`config.mk`:
```
export PLATFORM = sky130hd
export DESIGN_NAME = uart_rx_64
export DESIGN_NICKNAME = d
export VERILOG_FILES = /design/src/rtl/uart_defs.sv /design/src/rtl/uart_rx_byte.sv /design/src/rtl/uart_rx_64.sv
export SDC_FILE = /design/constraint.sdc
export NUM_CORES = 1
export LEC_CHECK = 0
export ABC_CLOCK_PERIOD_IN_PS = 2500
export CAP_MARGIN = 40
export CELL_PAD_IN_SITES_DETAIL_PLACEMENT = 0
export CELL_PAD_IN_SITES_GLOBAL_PLACEMENT = 1
export CORE_ASPECT_RATIO = 1.5
export CORE_UTILIZATION = 43
export CTS_CLUSTER_DIAMETER = 200
export DETAILED_ROUTE_END_ITERATION = 10
export GPL_TIMING_DRIVEN = 0
export PLACE_DENSITY_LB_ADDON = 0.1
export RECOVER_POWER = 100
export SYNTH_ARGS = -nofsm -noshare
export SYNTH_HDL_FRONTEND = slang
export SYNTH_HIERARCHICAL = 1
export SYNTH_SLANG_ARGS = --single-unit
```
`constraint.sdc`:
```
create_clock -name clk -period 2.5 [get_ports clk]
set_input_delay 0.25 -clock clk [delete_from_list [all_inputs] [get_ports clk]]
set_output_delay 0.25 -clock clk [all_outputs]
set_load 0.02 [all_outputs]
```
`src/rtl/uart_defs.sv`:
```
// Shared UART constants and receiver/transmitter FSM state encoding.
package uart_defs;

  localparam int unsigned CLK_FREQ     = 50_000_000;
  localparam int unsigned BAUD         = 115_200;
  localparam int unsigned CLKS_PER_BIT = CLK_FREQ / BAUD;
  localparam int unsigned TIMEOUT_BITS = 20;

  typedef enum logic [1:0] {
    IDLE  = 2'd0,
    START = 2'd1,
    DATA  = 2'd2,
    STOP  = 2'd3
  } rx_state_e;

endpackage

```
`src/rtl/uart_rx_byte.sv`:
```
// 8N1 byte receiver: rx synchronizer, bit-timing counter and frame FSM.
// byte_ok/stop_err are decoded in the stop-sample cycle and registered by the parent.
module uart_rx_byte #(
  parameter int unsigned BIT_CLKS = uart_defs::CLKS_PER_BIT
) (
  input  logic       clk,
  input  logic       rst_n,
  input  logic       rx,
  output logic [7:0] byte_out,
  output logic       byte_ok,
  output logic       stop_err,
  output logic       idle_c
);
  import uart_defs::*;

  localparam int unsigned CNT_W = $clog2(BIT_CLKS);
  localparam logic [CNT_W-1:0] HALF_LAST = CNT_W'(BIT_CLKS / 2 - 1);
  localparam logic [CNT_W-1:0] BIT_LAST  = CNT_W'(BIT_CLKS - 1);

  logic             sync1_q, sync1_d;
  logic             sync2_q, sync2_d;
  rx_state_e        state_q, state_d;
  logic [CNT_W-1:0] cnt_q, cnt_d;
  logic [2:0]       bit_idx_q, bit_idx_d;
  logic [7:0]       shift_q, shift_d;
  logic             stop_done_c;
  logic             rx_s;

  assign rx_s = sync2_q;

  always_ff @(posedge clk) begin
    if (!rst_n) begin
      sync1_q   <= 1'b1;
      sync2_q   <= 1'b1;
      state_q   <= IDLE;
      cnt_q     <= '0;
      bit_idx_q <= '0;
      shift_q   <= '0;
    end else begin
      sync1_q   <= sync1_d;
      sync2_q   <= sync2_d;
      state_q   <= state_d;
      cnt_q     <= cnt_d;
      bit_idx_q <= bit_idx_d;
      shift_q   <= shift_d;
    end
  end

  always_comb begin
    sync1_d     = rx;
    sync2_d     = sync1_q;
    state_d     = state_q;
    cnt_d       = cnt_q + CNT_W'(1);
    bit_idx_d   = bit_idx_q;
    shift_d     = shift_q;
    stop_done_c = 1'b0;

    case (state_q)
      IDLE: begin
        cnt_d = '0;
        if (!rx_s) state_d = START;
      end
      // Mid-start-bit check rejects short low glitches.
      START: begin
        if (cnt_q == HALF_LAST) begin
          cnt_d     = '0;
          bit_idx_d = '0;
          state_d   = rx_s ? IDLE : DATA;
        end
      end
      DATA: begin
        if (cnt_q == BIT_LAST) begin
          cnt_d              = '0;
          shift_d[bit_idx_q] = rx_s;
          bit_idx_d          = bit_idx_q + 3'd1;
          if (bit_idx_q == 3'd7) state_d = STOP;
        end
      end
      STOP: begin
        if (cnt_q == BIT_LAST) begin
          cnt_d       = '0;
          state_d     = IDLE;
          stop_done_c = 1'b1;
        end
      end
      default: state_d = IDLE;
    endcase
  end

  assign byte_out = shift_q;
  assign byte_ok  = stop_done_c & rx_s;
  assign stop_err = stop_done_c & ~rx_s;
  assign idle_c   = (state_q == IDLE);

endmodule

```
`src/rtl/uart_rx_64.sv`:
```
// Assembles eight received bytes (MSB first) into a 64-bit word with valid/error
// strobes; a partial word is dropped after a long idle gap.
module uart_rx_64 #(
  parameter int unsigned CLK_FREQ     = uart_defs::CLK_FREQ,
  parameter int unsigned BAUD         = uart_defs::BAUD,
  parameter int unsigned TIMEOUT_BITS = uart_defs::TIMEOUT_BITS
) (
  input  logic        clk,
  input  logic        rst_n,
  input  logic        rx,
  output logic [63:0] data_out_64,
  output logic        word_valid,
  output logic        frame_err
);

  localparam int unsigned BIT_CLKS    = CLK_FREQ / BAUD;
  localparam int unsigned TIMEOUT_CYC = TIMEOUT_BITS * BIT_CLKS;
  localparam int unsigned IDLE_W      = $clog2(TIMEOUT_CYC);
  localparam logic [IDLE_W-1:0] TIMEOUT_LAST = IDLE_W'(TIMEOUT_CYC - 1);

  logic [7:0]        byte_out;
  logic              byte_ok;
  logic              stop_err;
  logic              idle_c;

  logic [55:0]       word_sr_q, word_sr_d;
  logic [2:0]        byte_cnt_q, byte_cnt_d;
  logic [IDLE_W-1:0] idle_cnt_q, idle_cnt_d;
  logic [63:0]       data_out_q, data_out_d;
  logic              word_valid_q, word_valid_d;
  logic              frame_err_q, frame_err_d;

  uart_rx_byte #(
    .BIT_CLKS (BIT_CLKS)
  ) u_byte (
    .clk      (clk),
    .rst_n    (rst_n),
    .rx       (rx),
    .byte_out (byte_out),
    .byte_ok  (byte_ok),
    .stop_err (stop_err),
    .idle_c   (idle_c)
  );

  always_ff @(posedge clk) begin
    if (!rst_n) begin
      word_sr_q    <= '0;
      byte_cnt_q   <= '0;
      idle_cnt_q   <= '0;
      data_out_q   <= '0;
      word_valid_q <= 1'b0;
      frame_err_q  <= 1'b0;
    end else begin
      word_sr_q    <= word_sr_d;
      byte_cnt_q   <= byte_cnt_d;
      idle_cnt_q   <= idle_cnt_d;
      data_out_q   <= data_out_d;
      word_valid_q <= word_valid_d;
      frame_err_q  <= frame_err_d;
    end
  end

  always_comb begin
    word_sr_d    = word_sr_q;
    byte_cnt_d   = byte_cnt_q;
    idle_cnt_d   = '0;
    data_out_d   = data_out_q;
    word_valid_d = 1'b0;
    frame_err_d  = 1'b0;

    if (byte_ok) begin
      word_sr_d  = {word_sr_q[47:0], byte_out};
      byte_cnt_d = byte_cnt_q + 3'd1;
      if (byte_cnt_q == 3'd7) begin
        data_out_d   = {word_sr_q, byte_out};
        word_valid_d = 1'b1;
      end
    end else if (stop_err) begin
      byte_cnt_d  = '0;
      frame_err_d = 1'b1;
    end else if (idle_c && (byte_cnt_q != 3'd0)) begin
      // Idle counter only runs with a partial word pending.
      if (idle_cnt_q == TIMEOUT_LAST) begin
        byte_cnt_d = '0;
      end else begin
        idle_cnt_d = idle_cnt_q + IDLE_W'(1);
      end
    end
  end

  assign data_out_64 = data_out_q;
  assign word_valid  = word_valid_q;
  assign frame_err   = frame_err_q;

endmodule

```
==> results of run 1 <==
## report_power, final
part	internal [mW]	total [mW]	switching (mW)
combinational	0.0429	0.0912	0.0483
clock	1.41	2.50	1.09
sequential	2.60	2.60	0.00197
## layout by cell type (no fill, tap or decap), drive strengths merged, types with 4 or more instances in the layout
master	n
nand3	9
nand2b	4
clkinvlp	5
nor4bb	4
nand2	147
nor2b	57
dlygate4sd3	67
ha	9
xor2	6
o31ai	7
xnor2	9
nand4	14
a21oi	4
a21boi	66
a221oi	4
nor4	4
and4	4
buf	5
dfxtp	163
mux2i	64
a211oi	5
clkbuf	57
nor2	19
inv	21
o21ai	5
## through the flow
| stage | hold slack (ns) | cells |
|---|---|---|
| after detailed placement | 0.4012 | 955 |
| after global placement | 0.3892 | 955 |
| after floorplan | 0.3230 | 691 |
| after CTS | 0.3774 | 988 |
| after global routing | 0.4174 | 988 |
| final | 0.3917 | 988 |
## registers in the layout, summed over array words and instances (netlist names), 3 cells and up, named ones only
signal            flops
data_out_64          64
word_sr_q            56
idle_cnt_q           14
u_byte/cnt_q          9
u_byte/byte_out       8
byte_cnt_q            3
u_byte/bit_idx_q      3
## repair_timing
action,CTS,global route
pin swaps,0,0
gates resized for setup,1,15
endpoints found under the hold margin,0,0
hold buffers,0,0
setup buffers,1,0
setup endpoints to repair,67,60
## cell type report
class / instances / area, um2
fillers: 1419 / 6668
flip-flops and latches: 163 / 3263
multi-input cells: 468 / 3008
repair buffers: 69 / 688.2
clock buffers: 19 / 442.9
well taps: 196 / 245.2
plain buffers: 43 / 225.2
clock inverters: 13 / 125.1
inverters: 17 / 63.81
## worst max path at each step
| stage | end |
|---|---|
| after floorplan | data_out_64[10] |
| after global placement | data_out_64[46] |
| after detailed placement | data_out_64[46] |
| after CTS | data_out_64[55] |
| after global routing | byte_cnt_q[0] |
| final | byte_cnt_q[0] |
## per-layer routing
layer / up-vias / GRT usage / routed length, um
met5: - / 0 / 0
met1: 2319 / 0.2269 / 6289
met4: 0 / 0.04963 / 110
met2: 51 / 0.3489 / 7730
li1: 2510 / - / -
met3: 8 / 0.04344 / 276
## kinds of logic after synthesis
logic type / after synthesis / share of synthesized area
compound gates: 96 / 0.1083
buf+inv: 60 / 0.04165
mux: 64 / 0.09782
fa+ha+maj: 9 / 0.01720
xor+xnor: 15 / 0.02006
simple gates: 284 / 0.2167
flops: 163 / 0.4983
==> results list, run 1 <==
- Averaged over all synthesized cells, the footprint is 9.477 um2.
* Max_cap viols: 0
- The wire-length estimate of the detail-placed layout is 10590 um.
- Ratio of cells with drive above 1 in the final layout: 0.06818
- The share of the Yosys chip area taken by registers is 0.4983.
- Launch point of the worst path: u_byte/cnt_q[0]
- Flop-to-flop setup slack: 0.19 ns
- Relative area change from synthesis to final layout: 23.10%
- Most frequent cell after synthesis: sky130_fd_sc_hd__dfxtp_1
- Largest net degree at the start of global routing: 17
* Final cell utilization of the core: 0.5473
- TritonCTS clock tree: done
- On the critical path the largest part of the delay comes from buffers and inverters.
* Async set-or-reset flop fraction in the synthesized netlist: 0
* Routability Congestion: 0.7846
* Final net count: 791
- In this run the number of H-tree levels came out at 4.
- The flow ran to the end, and the final reports show no timing, DRC or antenna violations.
* Standard-cell rows: 54
* Number of sinks handled by clock tree synthesis: 163
- In this run, CTS created clock tree buffers numbering 17.
- Synthesis handed over a netlist of 691 instances.
- Unrepaired setup endpoints after global routing: false
- Via count: 4888
* Primary flip-flop cell chosen by synthesis mapping: sky130_fd_sc_hd__dfxtp_1
- Power density of the placed cells: 643.8 nW/um2
* Number of buffer and inverter instances along the worst setup path: 3
- Yosys mapped a number of flops with a built-in enable equal to 0.
- Tightest slew margin relative to the limit: 0.4798
* Area of the mapped netlist: 6549 um2
- Worst r2r dst: byte_cnt_q[0]
* Hold path depth: 2
* Count of synthesis-stage warnings from yosys: 6
- Pins Over Slew Limit: 0
- Hold_sp: rx
* Maximum achievable frequency: 0.4328 GHz
- Final hold vios: 0
- Critical path class: flop to flop
- Synthesis produced a netlist with a net count of 703.
- Counting buffers and inverters, the worst setup path is 8 cells deep.
- The min-delay analysis places its worst path in the category input pin to flop.
* Total DRC errors in the routed layout: 0
* Final Cycle Share: 0.9242
- Data arrives at the worst endpoint at 2.60 ns.
- Final worst-path setup slack: 0.1895 ns
- Before CTS, the worst setup slack after placement is -0.3614 ns.
- Clock tree synthesis selected as its root buffer the cell sky130_fd_sc_hd__clkbuf_16.
- For this configuration, the core starts out at a cell density of 0.4446.
- Peak ir drop on the vdd network: 421.1 uV
- For this design, the slowest cell found on the critical path is sky130_fd_sc_hd__clkbuf_1.
- Core region area: 14730 um2
- End point of the worst hold path: u_byte/sync1_q
* Fraction of post-synthesis cell area in the top cell type by area: 0.4983
- Required time reported for the critical path endpoint: 2.79 ns
- The count of buffers added on input and output ports is 68.
* Length of the first detailed-routing pass in iterations: 5
- Horizontal die dimension: 102.8 um
- Ranked by instance count, the synthesized netlist is headed by sky130_fd_sc_hd__dfxtp_1, sky130_fd_sc_hd__nand2_1, sky130_fd_sc_hd__a21boi_0, sky130_fd_sc_hd__mux2i_1, sky130_fd_sc_hd__nor2b_1.
* Maximum count of clock buffers along a single path: 2
* Via count of the first global-routing pass: 4871
- Vertical extent of the die: 153.1 um
- Cell taking the most area after synthesis: sky130_fd_sc_hd__dfxtp_1
- Die ar.: 15740 um2
- The startpoint identified for the worst register-to-register timing path is u_byte/cnt_q[0].
- Detail-routed via count per cell: 4.947
- In this design, the stage delay of the slowest critical-path cell is 0.51 ns.
- Count of antenna diodes in the layout: 0
* Boundary pin count: 69
- After detailed routing, the total wire length is 14410 um.
* Initial detailed-routing violation count: 107
* Dominant cells by area after synthesis: sky130_fd_sc_hd__dfxtp_1, sky130_fd_sc_hd__mux2i_1, sky130_fd_sc_hd__nand2_1, sky130_fd_sc_hd__a21boi_0, sky130_fd_sc_hd__nor2b_1
- Total grt overflow: 0
* Post-route antenna net violation count: 0
- Subtracting the final worst setup slack from the clock period gives 2.311 ns.
- Clock-pin slew on the worst setup and hold paths: 0.07 ns
- Summed over all cells, the static leakage comes to 2.808 nW.
- Startpoint kind of the worst setup timing path: flop
- Walking the worst path, the cells encountered are ha_1 -> nand4b_1 -> nor4_1 -> clkbuf_4 -> clkbuf_1 -> inv_1 -> o2111ai_1 -> a21boi_0.
- Antenna violations before repair: 0
- In this run the worst path has a maximum fanout of 10.
- Kind of capture point of the worst setup path: flop
- Setup violations remaining at the end of the flow were counted as 0.
- The later pin in the worst-skew pair is clocked with a latency of 0.42 ns.
- Transition time of the tightest slew-check pin: 0.7787 ns
- Counting cells, the worst reg-to-reg path comes to 8.
- Placement-stage cell area: 7475 um2
- Synthesis-stage register bit count: 163
- Accumulated negative setup slack: 0 ns
- The clock arrives with 0.01419 ns of skew.
* Wire length of the first global-routing pass: 23890 um
- The finished cells cover 8061 um2.
- Wire per inst: 14.58 um
- Count of unique library cells instantiated by Yosys: 48
- GRT Total Usage: 0.1939
- The completed layout was analyzed and its total power is 5.190 mW.
No activity file was read; power rests on OpenSTA's default activity.
==> inputs of run 2 (changes only) <==
- CORE_MARGIN: unset -> 1
==> results of run 2 <==
The final DEF is identical to that of run 1; final timing and power are the same.
